$ cat src/rtl/timer_arbiter.sv
// timer_arbiter
//   Shares one 12-bit down-counter among four requesters. An idle arbiter
//   grants the next requester in round-robin order and loads that
//   requester's count. The counter steps down on tick_i. At zero, a
//   one-cycle done pulse goes to the owner. If the owner drops its
//   request while counting, the countdown is abandoned without a pulse.
//
// Ports
//   clk_i      system clock, rising edge
//   rst_i      asynchronous active-high reset
//   tick_i     count enable for the running countdown
//   req_i      per-requester request, held until done or abort
//   count_i    four 12-bit load values, requester i at [12i+11:12i]
//   grant_o    one-hot owner of the counter, zero when idle
//   done_o     one-cycle expiry pulse to the owner
//   busy_o     high while counting or expiring
//   counter_o  current counter value
//   zero_o     counter_o == 0
//
// state    | meaning
// S_IDLE   | no owner; arbitrate among pending requests
// S_COUNT  | owner granted; counter steps down on tick_i
// S_EXPIRE | done pulse to owner; release on next edge
module timer_arbiter (
    input  logic        clk_i,
    input  logic        rst_i,
    input  logic        tick_i,
    input  logic [3:0]  req_i,
    input  logic [47:0] count_i,
    output logic [3:0]  grant_o,
    output logic [3:0]  done_o,
    output logic        busy_o,
    output logic [11:0] counter_o,
    output logic        zero_o
);

    typedef enum logic [1:0] {
        S_IDLE   = 2'd0,
        S_COUNT  = 2'd1,
        S_EXPIRE = 2'd2
    } state_t;

    state_t      state_q, state_d;
    logic [3:0]  grant_q, grant_d;
    logic [3:0]  done_q, done_d;
    logic [1:0]  gidx_q, gidx_d;
    logic [1:0]  ptr_q, ptr_d;
    logic [11:0] counter_q, counter_d;

    logic        found;
    logic [1:0]  sel;
    logic [1:0]  cand;
    logic [11:0] load_val;
    logic        cnt_zero;

    assign cnt_zero = (counter_q == 12'd0);

    // Round-robin search starting at ptr_q. The 2-bit index wraps modulo 4.
    always_comb begin
        found = 1'b0;
        sel   = 2'd0;
        cand  = 2'd0;
        for (int k = 0; k < 4; k++) begin
            cand = ptr_q + 2'(k);
            if (!found && req_i[cand]) begin
                found = 1'b1;
                sel   = cand;
            end
        end
    end

    always_comb begin
        case (sel)
            2'd0:    load_val = count_i[11:0];
            2'd1:    load_val = count_i[23:12];
            2'd2:    load_val = count_i[35:24];
            default: load_val = count_i[47:36];
        endcase
    end

    always_comb begin
        state_d   = state_q;
        grant_d   = grant_q;
        gidx_d    = gidx_q;
        ptr_d     = ptr_q;
        counter_d = counter_q;
        done_d    = 4'b0000;

        case (state_q)
            S_IDLE: begin
                grant_d = 4'b0000;
                if (found) begin
                    state_d   = S_COUNT;
                    grant_d   = 4'b0001 << sel;
                    gidx_d    = sel;
                    counter_d = load_val;
                end
            end

            S_COUNT: begin
                if (!req_i[gidx_q]) begin
                    // Abort: release the counter, leave its value, no pulse.
                    state_d = S_IDLE;
                    grant_d = 4'b0000;
                    ptr_d   = gidx_q + 2'd1;
                end else if (cnt_zero) begin
                    // Register the pulse here so done_o is high exactly in EXPIRE.
                    state_d = S_EXPIRE;
                    done_d  = grant_q;
                end else if (tick_i) begin
                    counter_d = counter_q - 12'd1;
                end
            end

            S_EXPIRE: begin
                state_d = S_IDLE;
                grant_d = 4'b0000;
                ptr_d   = gidx_q + 2'd1;
            end

            default: begin
                state_d = S_IDLE;
                grant_d = 4'b0000;
            end
        endcase
    end

    always_ff @(posedge clk_i or posedge rst_i) begin
        if (rst_i) begin
            state_q   <= S_IDLE;
            grant_q   <= 4'b0000;
            done_q    <= 4'b0000;
            gidx_q    <= 2'd0;
            ptr_q     <= 2'd0;
            counter_q <= 12'd0;
        end else begin
            state_q   <= state_d;
            grant_q   <= grant_d;
            done_q    <= done_d;
            gidx_q    <= gidx_d;
            ptr_q     <= ptr_d;
            counter_q <= counter_d;
        end
    end

    assign grant_o   = grant_q;
    assign done_o    = done_q;
    assign busy_o    = (state_q != S_IDLE);
    assign counter_o = counter_q;
    assign zero_o    = cnt_zero;

endmodule

$ cat config.mk
export PLATFORM = sky130hd
export DESIGN_NAME = timer_arbiter
export DESIGN_NICKNAME = d
export VERILOG_FILES = /design/src/rtl/timer_arbiter.sv
export SDC_FILE = /design/constraint.sdc
export NUM_CORES = 1
export LEC_CHECK = 0
export BUFFER_PORTS_ARGS = -buffer_cell sky130_fd_sc_hd__buf_2
export CAP_MARGIN = 20
export CORE_ASPECT_RATIO = 0.75
export CORE_MARGIN = 5
export CORE_UTILIZATION = 47
export CTS_CLUSTER_DIAMETER = 60
export DETAILED_ROUTE_END_ITERATION = 8
export HOLD_SLACK_MARGIN = 0.15
export PLACE_DENSITY = 0.76
export SLEW_MARGIN = 25
export SYNTH_ARGS = -nofsm -noshare
export SYNTH_HDL_FRONTEND = slang
export SYNTH_SLANG_ARGS = --single-unit
$ cat constraint.sdc
create_clock -name clk_i -period 2.4 [get_ports clk_i]
set_input_delay 0.48 -clock clk_i [delete_from_list [all_inputs] [get_ports clk_i]]
set_output_delay 0.48 -clock clk_i [all_outputs]
set_load 0.02 [all_outputs]
# After elaboration in Yosys (flattened, before gate mapping)
# Cells that the tools add are included.
# Widths: inputs -> output; s select.
# word_totals
elab_cells,79
input_bits,55
output_inout_bits,22
reg_bits,26
# classes
reduce_logical,16
n_shift,1
n_addsub,5
n_eq_ne,10
order_cmp,5
mux,36
# op_table
operator,n
$mux 12,4
$pmux 12 s3,1
$pmux 12 s2,1
$mux 4,5
$mux 2,8
$lt 2x3->1 const B,5
$logic_not 12->1,1
$sub 12x1->12 const B,1
$bmux 1 s2,5
$ne 2x2->1 const B,5
$mux 1,9
$pmux 2 s2,2
$pmux 4 s2,1
$reduce_and 2->1,3
$reduce_bool 2->1,3
$reduce_and 5->1,1
$add 2x1->2 const B,2
$add 2x2->2 const B,2
$eq 2x1->1 const B,2
$eq 2x2->1 const B,2
$logic_not 2->1,2
$shl 1x2->4 const A,1
$logic_and 1x1->1,3
$logic_not 1->1,3
$ne 3x3->1 const B,1

# Logic depth before layout (Yosys ltp)
# Gate-level depths: netlist of the first run.
# logic_depth
depth_word,16
mapped_depth,10
depth_no_buf,9

# Worst setup path after synthesis of the first run
# No wires, ideal clock.
# synth_timing
path_kind,flip-flop to output port
startpoint,"reg counter_q[6], in the netlist counter_o[6]"
endpoint,out zero_o
t_arrival_ps,1838
stages_incl_launch_ff,5
setup_slack_ps,82
path_buffers,1
path_cell_list,dfrtp_1 -> or4_4 -> or4_1 -> buf_2 -> clkinv_2
# synth_between
elab_chain_cells,1
# synth_rtl
element,line_no,rtl
start: declaration,48,"logic [11:0] counter_q, counter_d;"
start signal: assignment,142,counter_q <= counter_d;
$logic_not 12->1,56,assign cnt_zero = (counter_q == 12'd0);
end: declaration,34,output logic zero_o
# Every way passes these cells.

# Worst setup path in the final report of the first run
# layout_timing
startpoint,"reg counter_q[10], in the netlist counter_o[10]"
endpoint,out zero_o
# Same word-level chain as after synthesis.

==> results.toml, run 1 <==
[status]
run_status = "complete, no violations"

[floorplan]
coreArea_mm2 = 0.00364
design.die.area_mm2 = 0.00508
start_util_pct = 48.4
fp-row-count = 19
die_height_um = 63.0
pin_count = 77
die_x_um = 80.6

[timing]
tightestPinTransition_ps = 570
achievable-frequency_mhz = 418
whs_ps = 258
final_max_slew_viol_count = 0
rsz0062_at_grt = "yes"
timing.final.crit_share_pct = 99.6
slew_headroom_pct = 62.0
setup_viol = 0
worst_clock_skew_ps = 2.20
final_hold_viol_count = 0
finalCriticalPeriod_ps = 2390

[clocking]
clk_pin_slew_worst_paths_ps = 90
clock_tree_from_tritoncts = "built"
worst_skew_pair.late_latency_ps = 270
clk_root_buffer_cell = "sky130_fd_sc_hd__clkbuf_8"
cts_buffer_depth = 2
cts.htree.levels = 1
post_cts_hold_buffer_count = 0
cts_buffers = 3
cts.sink_count = 26

[global_route]
grt_pass1_vias = 1928
grt_max_degree = 27
global_route_wire_length_before_repair_um = 9190
overflow = 0
gr-usage-all-layers_pct = 23.2
antenna_found_initial = 0

[worst_setup_path]
startpoint_type_of_the_worst_setup_path = "register"
worst-setup-path-type = "reg2out"
critical_path_required_ps = 1920
critical_path.cell_chain = "or4_4, or4_4, clkinv_2, buf_6"
worst_ep_arrival_time_ps = 1910
critPathMaxFanout = 2
crit_path_top_delay_cell = "sky130_fd_sc_hd__or4_4"
critical_path.most_common_cell = "sky130_fd_sc_hd__or4_4"
critical_path.max_stage_delay_ps = 540
critPathCaptureType = "primary output"

[power_and_ir_drop]
power-per-cell-area_mw_per_mm2 = 1190
worst_vdd_drop_v = 0.000566
total_leakage_power_uw = 0.00120

[layout]
n_antenna_cell = 0
postLayoutCoreUtil_pct = 66.7
area_delta_synth_final_pct = 38.0
nNetsFinal = 353
drive_above_1_share_pct = 39.9

[yosys]
synth_largest_type_area_fraction_pct = 37.0
number_of_cells_produced_by_synthesis = 201
netlist.top_cell.by_area = "sky130_fd_sc_hd__dfrtp_1"
postSynthNetCount = 257
syn_avg_cell_area_um2 = 8.75
sequential_to_total_area_share_from_yosys_stat_pct = 37.0
synth_edf_count = 0
yosysMostFrequentCell = "sky130_fd_sc_hd__dfrtp_1"
synth_top_flop_cell = "sky130_fd_sc_hd__dfrtp_1"
asyncSetResetFlopFracSynth_pct = 100
yosysWarnings = 0
synth_cell_types = 50
synth_top_cells_by_area = "sky130_fd_sc_hd__dfrtp_1 (37%), sky130_fd_sc_hd__mux2i_1 (5.7%), sky130_fd_sc_hd__nand2_1 (4.5%)"
synthesis.area_mm2 = 0.00176
synth.ff_latch_count = 26
post_synth_most_frequent_cells = "sky130_fd_sc_hd__dfrtp_1 (26), sky130_fd_sc_hd__nand2_1 (21), sky130_fd_sc_hd__a21oi_1 (15)"

[place]
io_buf_count = 76
dp_hpwl_um = 4530
place.gp.congestion = 0.914

[flow_run]
maxCapViolations = 0

[detailed_routing]
route.detailed.wl_per_inst_um = 16.8
drc = 0
initial_drc_count = 155
drt_pre_antenna_iters = 4
dr_total_vias = 2002
vias_per_cell = 5.75
antenna_violating_nets_post_route = 0
wl_final_um = 5830

[hold_path]
hp-class = "in2async"
## kinds of logic after synthesis
kind of cell | Yosys count | share of synthesized area, %
simple gates | 81 | 23.9
compound gates | 62 | 24.8
flops | 26 | 37.0
buf+inv | 15 | 3.56
mux | 15 | 9.53
xor+xnor | 1 | 0.498
fa+ha+maj | 1 | 0.711
## cell usage in the layout, fill, tap and decap left out, types with 3 or more instances in the layout
master / netlist / layout
sky130_fd_sc_hd__a21oi_1: 15 / 15
sky130_fd_sc_hd__a221oi_1: 5 / 5
sky130_fd_sc_hd__and3_1: 6 / 6
sky130_fd_sc_hd__buf_2: 4 / 75
sky130_fd_sc_hd__buf_4: 0 / 23
sky130_fd_sc_hd__clkbuf_8: 0 / 4
sky130_fd_sc_hd__dfrtp_1: 26 / 26
sky130_fd_sc_hd__inv_1: 5 / 5
sky130_fd_sc_hd__mux2_2: 4 / 4
sky130_fd_sc_hd__mux2i_1: 10 / 10
sky130_fd_sc_hd__nand2_1: 21 / 21
sky130_fd_sc_hd__nand2b_1: 3 / 3
sky130_fd_sc_hd__nand3_1: 4 / 4
sky130_fd_sc_hd__nor2_1: 14 / 14
sky130_fd_sc_hd__nor2b_1: 5 / 5
sky130_fd_sc_hd__nor3_1: 10 / 10
sky130_fd_sc_hd__nor4_1: 4 / 4
sky130_fd_sc_hd__o21ai_0: 12 / 12
sky130_fd_sc_hd__o221ai_1: 5 / 5
sky130_fd_sc_hd__or4_4: 1 / 3
## critical path: cells and delay by family, from the launching register on
kind | cells | cell delay, ps
buf+inv | 2 | 180
flops | 1 | 400
simple gates | 2 | 1050
## routing by layer
metal | routed length [um] | part of all wire (%) | global-route usage [%] | vias to the layer above
li1 | - | - | - | 958
met1 | 2610 | 45 | 32.8 | 937
met2 | 2550 | 44 | 36.1 | 100
met3 | 594 | 10 | 3.89 | 7
met4 | 77 | 1.3 | 6.75 | 0
met5 | 0 | 0 | 0 | -
## layout make-up
class                   count  area [um2]
well taps                  52        65.1
multi-input cells         160        1050
fillers                   326        1210
flip-flops and latches     26         651
inverters                   6        23.8
clock buffers               4        55.1
repair buffers            100         579
## per-stage QoR
stage	total power (uW)	area, um2	worst slack, ps	std cells	setup TNS, ps
after global routing	3100	2430	-29.8	348	-29.8
after global placement	2460	2300	142	336	0
after detailed placement	2500	2300	71.0	336	0
after floorplan	1890	1760	82.3	201	0
final	2890	2430	8.78	348	0
after CTS	2820	2390	11.4	343	0
## path summary, 6_finish.rpt
check	startpoint	end	slack, ps	depth (start not counted)
worst min register to register	grant_o[3]$_DFFE_PP0P_	grant_o[3]$_DFFE_PP0P_	510	2
worst max-delay path	counter_o[10]$_DFFE_PP0P_	zero_o	9	4
worst min-delay path	rst_i	done_o[1]$_DFF_PP0_	260	3
worst max register to register	counter_o[10]$_DFFE_PP0P_	counter_o[11]$_DFFE_PP0P_	60	7
max in group asynchronous	rst_i	counter_o[3]$_DFFE_PP0P_	1890	3
min in group clk_i	grant_o[3]$_DFFE_PP0P_	grant_o[3]$_DFFE_PP0P_	510	2
## power by group
part	internal [uW]	switching, uW	leakage (uW)
sequential	610	158	0.000324
clock	147	143	0.0000288
combinational	781	1050	0.000845
## sequential cells by signal, summed over array words and instances (netlist names)
signal and flops:
grant_o 4, counter_o 12, gidx_q 2, ptr_q 2, done_o 4, state_q 2
## repair_timing
item,4_1_cts,5_1_grt
buffers inserted,3,5
gates resized for setup,3,1
setup endpoints to repair,1,2
pin swaps,2,2
cloned,0,0
Note: power is estimated with default switching activity, not from simulation.
==> run 2: changes to the inputs <==
CORE_UTILIZATION = 41   (was 47)
PLACE_DENSITY = 0.68   (was 0.76)
==> results.toml, run 2 (synthesis results as in run 1) <==
[status]
run_status = "complete, but fails checks"
failing_checks = "setup timing"

[worst_setup_path]
critPathMaxFanout = 3
worst_ep_arrival_time_ps = 1930
worst-setup-path-type = "reg2out"
crit-reg2reg-launch = "counter_o[10]$_DFFE_PP0P_"
critical_path_depth = 4
endpoint_of_the_lowest_slack_register_to_register_path = "counter_o[2]$_DFFE_PP0P_"
critical_path.max_stage_delay_ps = 550
critical_path.cell_chain = "or4_4, or4_4, clkinv_4, buf_6"
startpoint_type_of_the_worst_setup_path = "register"
cp_num_buf_inv = 2
critPathCaptureType = "primary output"
worst-r2r-cell-count = 8
critPathTopFamily = "simple AND/OR/NAND/NOR gates"
critical_path.most_common_cell = "sky130_fd_sc_hd__or4_4"
crit_path_top_delay_cell = "sky130_fd_sc_hd__or4_4"
regToRegSetupSlack_ps = 100
critical_path_required_ps = 1920

[detailed_routing]
route.detailed.wl_per_inst_um = 16.6
initial_drc_count = 175
vias_per_cell = 5.64
antenna_violating_nets_post_route = 0
wl_final_um = 5880
dr_total_vias = 1996
drt_pre_antenna_iters = 6
drc = 0

[global_route]
grt_max_degree = 27
grt_pass1_vias = 1920
gr-usage-all-layers_pct = 20.8
global_route_wire_length_before_repair_um = 9270
overflow = 0
antenna_found_initial = 0

[layout]
largest_register_ff_count = 12
n_antenna_cell = 0
post_layout_nonfiller_instances = 354
layout_commonest_cell = "sky130_fd_sc_hd__buf_2"
drive_above_1_share_pct = 41.1
area_occupied_by_multi_input_gates_mm2 = 0.00106
nNetsFinal = 356
area_delta_synth_final_pct = 40.3
nFillCells = 389
seqCellArea_um2 = 651
mostFrequentLayoutCells = "sky130_fd_sc_hd__buf_2 (75), sky130_fd_sc_hd__buf_4 (27), sky130_fd_sc_hd__dfrtp_1 (26)"
final_cell_area_mm2 = 0.00247

[floorplan]
fp-row-count = 20
coreArea_mm2 = 0.00410
design.die.area_mm2 = 0.00571
pin_count = 77
start_util_pct = 42.9
die_height_um = 66.7
die_x_um = 85.6

[hold_path]
hp-class = "in2async"

[power_and_ir_drop]
worst_vdd_drop_v = 0.000449
power.sequential.fraction_pct = 26.2
total_leakage_power_uw = 0.00122
p_switching_uw = 1350
p_int_uw = 1590
combinationalPowerShare_pct = 61.3
power-per-cell-area_mw_per_mm2 = 1190
power.share.switching_pct = 45.9
clock_network_power_share_pct = 12.5

[clocking]
cts.htree.levels = 1
cts.sink_count = 26
clk_pin_slew_worst_paths_ps = 90
clk_root_buffer_cell = "sky130_fd_sc_hd__clkbuf_8"
clock_tree_from_tritoncts = "built"
cts_buffers = 3
cts_buffer_depth = 2
worst_skew_pair.late_latency_ps = 270

[timing]
rsz0062_at_grt = "yes"
timing.final.ws_setup_ps = -13.8
achievable-frequency_mhz = 414
final_max_slew_viol_count = 0
finalCriticalPeriod_ps = 2410
setup_viol = 1
timing.final.crit_share_pct = 101
worst_clock_skew_ps = 4.14
tightestPinTransition_ps = 965
slew_headroom_pct = 35.1
final_hold_viol_count = 0

[place]
dp_hpwl_um = 4610
placed_cells = 345
place.gp.congestion = 0.853
io_buf_count = 76
total_placed_instance_area_mm2 = 0.00233

[flow_run]
maxCapViolations = 0
[run 2: changes by cell type in the layout (fill, tap and decap cells not counted)]
cell                        before  now
sky130_fd_sc_hd__a21oi_2         0    1
sky130_fd_sc_hd__ha_2            0    1
sky130_fd_sc_hd__clkinv_2        1    0
sky130_fd_sc_hd__clkinv_4        0    1
sky130_fd_sc_hd__ha_1            1    0
sky130_fd_sc_hd__a21oi_1        15   14
sky130_fd_sc_hd__clkbuf_8        4    3
sky130_fd_sc_hd__buf_12          1    0
sky130_fd_sc_hd__bufinv_16       0    1
sky130_fd_sc_hd__buf_4          23   27
[run 2: cell type report]
class                           instances  area share, %
Multi-Input combinational cell        160           43.0
Sequential cell                        26           26.4
Timing Repair Buffer                  103           23.9
Tap cell                               55           2.79
Clock buffer                            3           1.67
Clock inverter                          1           1.22
Inverter                                6           1.12
[run 2: how the worst max path moves through the flow]
| stage | from | endpoint | slack [ps] |
|---|---|---|---|
| 2_1_floorplan | counter_o[6]$_DFFE_PP0P_ | zero_o | 80 |
| 3_5_place_dp | req_i[2] | counter_o[7]$_DFFE_PP0P_ | -30 |
| 4_1_cts | counter_o[8]$_DFFE_PP0P_ | zero_o | 20 |
| 5_1_grt | counter_o[10]$_DFFE_PP0P_ | zero_o | -70 |
| 6_report | counter_o[10]$_DFFE_PP0P_ | zero_o | -10 |
| 3_3_place_gp | req_i[2] | counter_o[7]$_DFFE_PP0P_ | 3 |
[run 2: tightest hold or removal path, cell delays in order]
cell	delay (ps)
sky130_fd_sc_hd__buf_2	90
sky130_fd_sc_hd__inv_1	40
sky130_fd_sc_hd__buf_4	320
[run 2: metal layers]
layer / up-vias / part of all wire, % / wire length [um] / global-route usage [%]
met3: 12 / 11 / 628 / 4.82
met4: 0 / 1.3 / 77 / 4.94
met5: - / 0 / 0 / 0
li1: 956 / - / - / -
met1: 921 / 45 / 2640 / 29.0
met2: 107 / 43 / 2530 / 32.7
[run 2: repair_timing]
action,in CTS,in global routing
hold endpoints to repair,0,0
hold buffers,0,0
resized for setup,4,3
pin swaps,2,2
setup buffers,3,2
endpoints found under the setup margin,1,2
[run 2: stage by stage]
| stage | hold WS, ps | setup WS [ps] | total power [uW] | setup TNS (ps) | util [%] |
|---|---|---|---|---|---|
| floorplan | 500 | 82.3 | 1890 | 0 | - |
| global route | 277 | -69.0 | 3160 | -69.0 | 60.1 |
| detailed placement | 504 | -28.7 | 2510 | -28.7 | 56.9 |
| CTS | 255 | 17.6 | 2890 | 0 | 59.5 |
| global placement | 487 | 3.44 | 2480 | 0 | 56.9 |
| finish | 248 | -13.8 | 2940 | -13.8 | 60.1 |
[run 2: power by group through the flow]
| stage | Clock (uW) | Combinational (uW) | Sequential [uW] |
|---|---|---|---|
| 2_1_floorplan | 0 | 959 | 928 |
| 3_3_place_gp | 0 | 1700 | 771 |
| 3_5_place_dp | 0 | 1740 | 771 |
| 4_1_cts | 376 | 1750 | 764 |
| 5_1_grt | 397 | 1960 | 798 |
| 6_report | 368 | 1800 | 769 |
==> run 3: changes to the inputs <==
CORE_MARGIN = 2   (was 5)
==> results.toml, run 3 (synthesis results as in run 1) <==
[timing]
rsz0062_at_grt = "yes"
worst_clock_skew_ps = 3.33
slew_headroom_pct = 36.9
timing.final.ws_setup_ps = -9.59
setup_viol = 1
final_hold_viol_count = 0
final_max_slew_viol_count = 0
timing.final.crit_share_pct = 100
tightestPinTransition_ps = 939
finalCriticalPeriod_ps = 2410
achievable-frequency_mhz = 415

[layout]
nFillCells = 380
drive_above_1_share_pct = 40.4
postLayoutCoreUtil_pct = 60.2
largest_register_ff_count = 12
layout_commonest_cell = "sky130_fd_sc_hd__buf_2"
mostFrequentLayoutCells = "sky130_fd_sc_hd__buf_2 (75), sky130_fd_sc_hd__dfrtp_1 (26), sky130_fd_sc_hd__buf_4 (25)"
area_delta_synth_final_pct = 39.5
nNetsFinal = 354
n_antenna_cell = 0

[detailed_routing]
wl_final_um = 5570
vias_per_cell = 5.68
drt_pre_antenna_iters = 4
drc = 0
initial_drc_count = 144
route.detailed.wl_per_inst_um = 15.8
antenna_violating_nets_post_route = 0
dr_total_vias = 1999

[worst_setup_path]
critical_path_required_ps = 1920
crit_path_top_delay_cell = "sky130_fd_sc_hd__or4_4"
critical_path_depth = 4
critPathTopFamily = "simple AND/OR/NAND/NOR gates"
worst-r2r-cell-count = 8
regToRegSetupSlack_ps = 100
critical_path.most_common_cell = "sky130_fd_sc_hd__or4_4"
worst_ep_arrival_time_ps = 1930
worst-setup-path-type = "reg2out"
cp_num_buf_inv = 2
critPathCaptureType = "primary output"
startpoint_type_of_the_worst_setup_path = "register"
critPathMaxFanout = 2
critical_path.cell_chain = "or4_4, or4_4, clkinv_2, buf_6"
critical_path.max_stage_delay_ps = 560

[floorplan]
design.die.area_mm2 = 0.00484
start_util_pct = 43.1
die_height_um = 60.7
pin_count = 77
fp-row-count = 20
coreArea_mm2 = 0.00408
die_x_um = 79.6

[place]
place.gp.congestion = 0.907
placement_stage_worst_setup_slack_ps = 24.2
io_buf_count = 76
dp_hpwl_um = 4350

[power_and_ir_drop]
total_leakage_power_uw = 0.00121
power-per-cell-area_mw_per_mm2 = 1200
worst_vdd_drop_v = 0.000487
finalPower_uw = 2950

[clocking]
cts.htree.levels = 1
clk_pin_slew_worst_paths_ps = 100
cts_buffers = 3
worst_skew_pair.late_latency_ps = 270
clk_root_buffer_cell = "sky130_fd_sc_hd__clkbuf_8"
cts_buffer_depth = 2
clock_tree_from_tritoncts = "built"
post_cts_hold_buffer_count = 0
cts.sink_count = 26

[global_route]
antenna_found_initial = 0
gr-usage-all-layers_pct = 25.2
overflow = 0
grt_pass1_vias = 1886
global_route_wire_length_before_repair_um = 9220
grt_max_degree = 27

[flow_run]
maxCapViolations = 0

[status]
run_status = "complete, but fails checks"
failing_checks = "setup timing"

[hold_path]
hp-class = "in2async"
[run 3: changes by cell type in the layout (fill, tap and decap cells not counted), sizes merged]
cell  delta
buf      -2
[run 3: layer usage]
layer | track usage [%] | share of wire, %
met1 | 35.7 | 44
met2 | 39.6 | 44
met3 | 5.80 | 11
met4 | 6.16 | 0.86
met5 | 0 | 0
[run 3: timing repair]
action	4_1_cts	5_1_grt
resized for setup	4	2
pin swaps	2	1
setup endpoints to repair	1	2
gates cloned	0	0
buffers inserted	3	1
[run 3: path summary, 6_finish.rpt]
check | from | to
worst max-delay path | counter_o[6]$_DFFE_PP0P_ | zero_o
worst min-delay path | rst_i | done_o[1]$_DFF_PP0_
worst max register to register | counter_o[6]$_DFFE_PP0P_ | counter_o[2]$_DFFE_PP0P_
worst min register to register | grant_o[3]$_DFFE_PP0P_ | grant_o[3]$_DFFE_PP0P_
max in group asynchronous | rst_i | counter_o[10]$_DFFE_PP0P_
min in group clk_i | grant_o[3]$_DFFE_PP0P_ | grant_o[3]$_DFFE_PP0P_
[run 3: power breakdown]
| group | internal [uW] | leakage [uW] | switching, uW | total (uW) |
|---|---|---|---|---|
| clock | 223 | 0.0000357 | 147 | 370 |
| combinational | 766 | 0.000848 | 1030 | 1800 |
| sequential | 610 | 0.000324 | 173 | 782 |
| total | 1600 | 0.00121 | 1350 | 2950 |
[run 3: cell type report]
class                   count  area (um2)  area share (%)
clock buffers               3        41.3            1.68
clock inverters             1        30.0            1.22
inverters                   6        23.8           0.968
multi-input cells         160        1070            43.4
flip-flops and latches     26         651            26.5
well taps                  55        68.8            2.80
repair buffers            101         574            23.4
[run 3: stage by stage]
step                cell area (um2)  setup TNS (ps)  hold WS, ps  instances
finish                         2450           -9.59          247        352
detailed placement             2330               0          485        344
floorplan                      1760               0          500        201
global placement               2330               0          485        344
CTS                            2430               0          261        351
global route                   2450           -27.7          260        352
[run 3: worst min-delay path, stage by stage]
cell and delay [ps]:
sky130_fd_sc_hd__buf_2 90, sky130_fd_sc_hd__inv_1 40, sky130_fd_sc_hd__buf_4 310
